**config.mk**
```make
export PLATFORM = sky130hd
export DESIGN_NAME = compid_field_emitter
export DESIGN_NICKNAME = d
export VERILOG_FILES = /design/src/rtl/compid_field_emitter.sv
export SDC_FILE = /design/constraint.sdc
export NUM_CORES = 1
export LEC_CHECK = 0
export ABC_AREA = 1
export CAP_MARGIN = 20
export CORE_MARGIN = 1.5
export CORE_UTILIZATION = 50
export DETAILED_ROUTE_END_ITERATION = 6
export PLACE_DENSITY = 0.8
export SYNTH_ARGS = -nofsm -noshare
export SYNTH_HDL_FRONTEND = slang
export SYNTH_SLANG_ARGS = --single-unit
```
**constraint.sdc**
```tcl
create_clock -name clk -period 2.2 [get_ports clk]
set_clock_uncertainty 0.1 [all_clocks]
set_input_delay 0.44 -clock clk [delete_from_list [all_inputs] [get_ports clk]]
set_output_delay 0.44 -clock clk [all_outputs]
set_load 0.05 [all_outputs]
```
**src/rtl/compid_field_emitter.sv**
```systemverilog
`default_nettype none
// ============================================================================
//  Module   : compid_field_emitter
//  Purpose  : Serializes one host CompID table entry as a FIX field
//             "49=<id><SOH>" (SenderCompID) or "56=<id><SOH>" (TargetCompID)
//             onto a valid/ready byte stream.
//  Revision : 1.0  initial release
// ----------------------------------------------------------------------------
//  Ports
//    clk        : clock, all logic on rising edge
//    rst        : synchronous active-high reset
//    start      : request to emit one field (sampled only in IDLE)
//    entry      : [79:0] value (byte 0 in [7:0]), [89:80] byte-valid mask,
//                 [90] role (1 = initiator, 0 = acceptor)
//    host_size  : CompID length in bytes
//    sel_target : 1 = tag 56, 0 = tag 49
//    out_data   : current byte
//    out_valid  : out_data is valid
//    out_ready  : downstream accepts the byte
//    out_last   : marks the SOH byte (qualified by out_valid)
//    busy       : high whenever a field is being emitted
//    done       : one-cycle pulse after the SOH byte is accepted
//    err        : one-cycle pulse when a start is rejected
//    role       : entry role bit captured on the last accepted start
// ============================================================================
module compid_field_emitter #(
   parameter int VALUE_DATA_WIDTH = 80,
   parameter int VALUE_SIZE       = 10,
   parameter int DATA_WIDTH       = VALUE_DATA_WIDTH + VALUE_SIZE + 1,
   parameter int SIZE             = 6
) (
   input  logic                  clk,
   input  logic                  rst,
   input  logic                  start,
   input  logic [DATA_WIDTH-1:0] entry,
   input  logic [SIZE-1:0]       host_size,
   input  logic                  sel_target,
   output logic [7:0]            out_data,
   output logic                  out_valid,
   input  logic                  out_ready,
   output logic                  out_last,
   output logic                  busy,
   output logic                  done,
   output logic                  err,
   output logic                  role
);

   localparam int IDX_W    = (VALUE_SIZE > 1) ? $clog2(VALUE_SIZE) : 1;
   localparam int MASK_LSB = VALUE_DATA_WIDTH;
   localparam int ROLE_BIT = VALUE_DATA_WIDTH + VALUE_SIZE;

   localparam logic [7:0] ASCII_4  = 8'h34;
   localparam logic [7:0] ASCII_5  = 8'h35;
   localparam logic [7:0] ASCII_6  = 8'h36;
   localparam logic [7:0] ASCII_9  = 8'h39;
   localparam logic [7:0] ASCII_EQ = 8'h3D;
   localparam logic [7:0] SOH_BYTE = 8'h01;

   typedef enum logic [2:0] {
      IDLE = 3'd0,
      TAG0 = 3'd1,
      TAG1 = 3'd2,
      EQ   = 3'd3,
      VAL  = 3'd4,
      SOH  = 3'd5
   } state_t;

   state_t                      state;
   logic [IDX_W-1:0]            idx;
   logic [VALUE_DATA_WIDTH-1:0] value_r;
   logic [SIZE-1:0]             size_r;
   logic                        sel_r;

   logic [7:0]                  value_bytes [VALUE_SIZE];
   logic [IDX_W-1:0]            next_idx;
   logic                        last_val;
   logic                        start_bad;

   // Byte view of the latched value; byte 0 sits in the low bits.
   genvar b;
   generate
      for (b = 0; b < VALUE_SIZE; b++) begin : g_bytes
         assign value_bytes[b] = value_r[8*b +: 8];
      end
   endgenerate

   assign next_idx = idx + IDX_W'(1);
   assign last_val = (SIZE'(idx) == (size_r - SIZE'(1)));
   assign busy     = (state != IDLE);

   // A start is rejected if the length is out of range or any byte inside
   // the requested length is not marked valid. Mask bits past the length
   // are ignored.
   always_comb begin
      start_bad = (host_size == '0) || (host_size > SIZE'(VALUE_SIZE));
      for (int i = 0; i < VALUE_SIZE; i++) begin
         if ((SIZE'(i) < host_size) && !entry[MASK_LSB + i]) begin
            start_bad = 1'b1;
         end
      end
   end

   // Each state holds the byte currently on the bus; a state only advances
   // when that byte is accepted, so out_* stay stable under backpressure.
   always_ff @(posedge clk) begin
      if (rst) begin
         state     <= IDLE;
         idx       <= '0;
         value_r   <= '0;
         size_r    <= '0;
         sel_r     <= 1'b0;
         out_data  <= '0;
         out_valid <= 1'b0;
         out_last  <= 1'b0;
         done      <= 1'b0;
         err       <= 1'b0;
         role      <= 1'b0;
      end else begin
         done <= 1'b0;
         err  <= 1'b0;
         case (state)
            IDLE: begin
               if (start) begin
                  value_r <= entry[VALUE_DATA_WIDTH-1:0];
                  size_r  <= host_size;
                  sel_r   <= sel_target;
                  role    <= entry[ROLE_BIT];
                  if (start_bad) begin
                     err <= 1'b1;
                  end else begin
                     state     <= TAG0;
                     out_valid <= 1'b1;
                     out_data  <= sel_target ? ASCII_5 : ASCII_4;
                  end
               end
            end
            TAG0: begin
               if (out_ready) begin
                  state    <= TAG1;
                  out_data <= sel_r ? ASCII_6 : ASCII_9;
               end
            end
            TAG1: begin
               if (out_ready) begin
                  state    <= EQ;
                  out_data <= ASCII_EQ;
               end
            end
            EQ: begin
               if (out_ready) begin
                  state    <= VAL;
                  idx      <= '0;
                  out_data <= value_bytes[0];
               end
            end
            VAL: begin
               if (out_ready) begin
                  if (last_val) begin
                     state    <= SOH;
                     out_data <= SOH_BYTE;
                     out_last <= 1'b1;
                  end else begin
                     idx      <= next_idx;
                     out_data <= value_bytes[next_idx];
                  end
               end
            end
            SOH: begin
               if (out_ready) begin
                  state     <= IDLE;
                  out_valid <= 1'b0;
                  out_last  <= 1'b0;
                  out_data  <= '0;
                  done      <= 1'b1;
               end
            end
            default: begin
               state     <= IDLE;
               out_valid <= 1'b0;
               out_last  <= 1'b0;
            end
         endcase
      end
   end

endmodule
`default_nettype wire

```
==> results.md, run 1 <==
* Status: finished, final reports clean
* Buffers plus inverters on the worst setup path at 1
* Initial antenna violation count at 0
* Avg Inst Size Synth at around 7.0 um^2
* Most common cell after layout, fill and taps aside: a21oi_1
* Post-DR wirelength/cell at ~15 um
* RSZ-0062 raised after global routing: true
* Highest Signal Layer: met4
* Root Driver: clkbuf_8
* R2R cell count at 11
* Final wirelength at 14400 um
* Nets at about 940
* Max Transition Viols Final at 0
* DR WL met2 at just under 7000 um
* Tot GR Track Use at a little over a quarter
* Compound-Gate Fraction of Synth Area at 25.5%
* Ys Warns at 0
* Top post-synthesis cells by area: dfxtp_1, a21oi_1, o21ai_0
* Max-Cap Viols at 0
* Slew @ Worst Pin at around 0.55 ns
* Sequential element share of the synthesized area at a little over two fifths
* Distinct cell type count after synthesis at 34
* Maximum vdd drop at between 0.6 and 0.7 mV
* DRT antenna net count at 0
* Critical path arrival at ~1.6 ns
* # DRC at 0
* Critical-path top delay cell: clkdlybuf4s50_1
* Num rows at 36
* Post-synthesis xor/xnor area fraction at under 10%
* Crit path depth at 1
* Syn nets at 830
* Clk_lat worst skew at 0.38 ns
* GP Congestion at 0.855
* HPWL Detailed at ~11000 um
* Synthesized area at approximately 0.005 mm^2
* FILL cells at about 830
* Clock buffer depth at 2
* Most frequent cells in the layout: a21oi_1, clkdlybuf4s50_1, nand2_1, dfxtp_1, o21ai_0
* DRT iter0 DRCs at about 220
* Die Ht at between 100 and 150 um
* Core area at about 0.0099 mm^2
* Mux cell area share after synthesis at 0%
* Relative slew slack at between 60% and 70%
* Pleak at roughly 2.6 nW
* Synth Area in Simple Gates at 20.6%
* Worst Setup End Kind: primary output
* Crit path launch type: flop
* CTS tree: built
* Placed Cells at ~950
* Critical path class: flop to primary output
* Clk slew on worst S/H paths at 0.10 ns
* Drt pass-1 iters at 5
* PortBufs at about 120
* Worst Hold Class: flop to flop
* Area Overhead vs Synth at 30.7%
* ANT cells at 0
* WHS at 0.352 ns
* Worst path cell trace: clkdlybuf4s50_1
* Synth area leader: dfxtp_1
* Die area at 0.0108 mm^2
* Pwr per Cell Area at between 1000 and 1500 mW/mm^2
* Finished Layout Cells at 970
* Maximum level of the CTS H-tree at 3
* Adder-Cell Fraction of Synth Area at 0.490%
* CP required at roughly 1.7 ns
* Tmin final at ~2.1 ns
* # setup viols final at 0
* Largest net degree at the start of global routing at between 70 and 80
* Share of cells above drive strength 1 at ~8.5%
* Width of the die at 104 um
* Clk sinks at ~110
* Starting Density at around half
* Final Cycle Share at a little over nine tenths
* Cell family with most CP delay: buffers and inverters
* IO Pins at around 120
* Via Count at ~5300
* Final global-route overflow total at 0
* Final hold vios at 0
* Largest stage delay, worst path at around 0.81 ns
* Achievable Freq at ~480 MHz
* Hold buffers post-CTS at 0
* Met3 wire len at between 900 and 1000 um
* Num CTS Buffers at 9
* Max FO, Critical Path at 2
* First-pass GRT wire length at between 20000 and 25000 um
* Largest family of logic cells by synthesized area: compound AO/OA/AOI/OAI gates
* Avg Vias per Cell at ~5.4
* Hold depth at 2
* Area fraction of the dominant cell type after synthesis at 41.9%
* Yosys reg bits at about 110
* DRT met1 WL at roughly 6600 um
* Vias in the first global route at approximately 5000
* Post-Syn Instances at just over 700
## cells in the mapped netlist, drive strengths merged
library cell,number
o22ai,4
o21bai,1
clkinv,2
buf,24
ha,2
xnor2,1
clkbuf,25
nand4,7
o21a,1
o211ai,4
xor2,5
inv,74
dfxtp,107
nand2,113
nor3,5
a211oi,2
o21ai,101
a2111oi,1
nand3,75
a21oi,138
nor2,32
nand3b,1
or2,1
## metrics by stage
stage               utilization (%)  cell area, um^2  setup TNS [ns]  total power, mW  worst slack (ns)
finish                         67.7             6680               0             7.34             0.107
global route                   67.7             6680         -0.0220             7.87           -0.0110
CTS                            67.3             6640               0             7.31            0.0882
detailed placement             65.3             6440           -1.53             6.13            -0.232
global placement               65.3             6440          -0.329             6.05           -0.0941
floorplan                         -             5110               0             5.09             0.284
## cell type report
class	count	area (um^2)	share of cell area, %
clock buffer	11	151	2.27
clock inverter	5	46.3	0.694
inverter	76	290	4.35
multi-input combinational	494	2480	37.2
sequential	107	2140	32.1
tap	133	166	2.49
timing repair buffer	143	1390	20.8
timing repair inverter	1	5.00	0.0750
## sequential cells by signal (all words and copies together) (netlist names), 3 cells and up
| name | flops |
|---|---|
| size_r | 6 |
| state | 3 |
| value_r | 80 |
| out_data | 8 |
| idx | 4 |
## cell families (layout without fill, tap and decap cells)
group / count (synthesis) / in the layout
AOI/OAI and AO/OA: 252 / 252
and+or+nand+nor: 234 / 234
buffers and inverters: 125 / 236
DFF: 107 / 107
xor gates and xnor gates: 6 / 6
adders and majority gates: 2 / 2
## routing by layer
| metal | track usage [%] | up-vias |
|---|---|---|
| li1 | - | 2646 |
| met1 | 36.0 | 2429 |
| met2 | 43.8 | 172 |
| met3 | 4.51 | 16 |
| met4 | 9.62 | 0 |
| met5 | 0 | - |
## final timing paths
kind / from / endpoint / slack, ns
min reg2reg: value_r[41]$_SDFFE_PP0P_ / value_r[41]$_SDFFE_PP0P_ / 0.35
max: out_valid$_SDFFE_PP0P_ / out_valid / 0.11
min: value_r[41]$_SDFFE_PP0P_ / value_r[41]$_SDFFE_PP0P_ / 0.35
max reg2reg: idx[1]$_SDFFE_PP0P_ / out_data[4]$_SDFFE_PP0P_ / 0.13
## repair_timing
item | 4_1_cts | 5_1_grt
setup endpoints to repair | 0 | 11
gates resized for setup | 0 | 7
setup buffers | 0 | 1
## where the power goes
group          internal, mW  total [mW]  switching, mW
clock network         0.490        1.19          0.704
logic                  1.23        3.48           2.25
registers              2.44        2.66          0.222
No activity file was read; power rests on OpenSTA's default activity.
==> inputs of run 2 (changes only) <==
Settings changed: CAP_MARGIN 20 to not set.
==> results of run 2 <==
No change in the layout: final DEF, timing and power equal those of run 1.
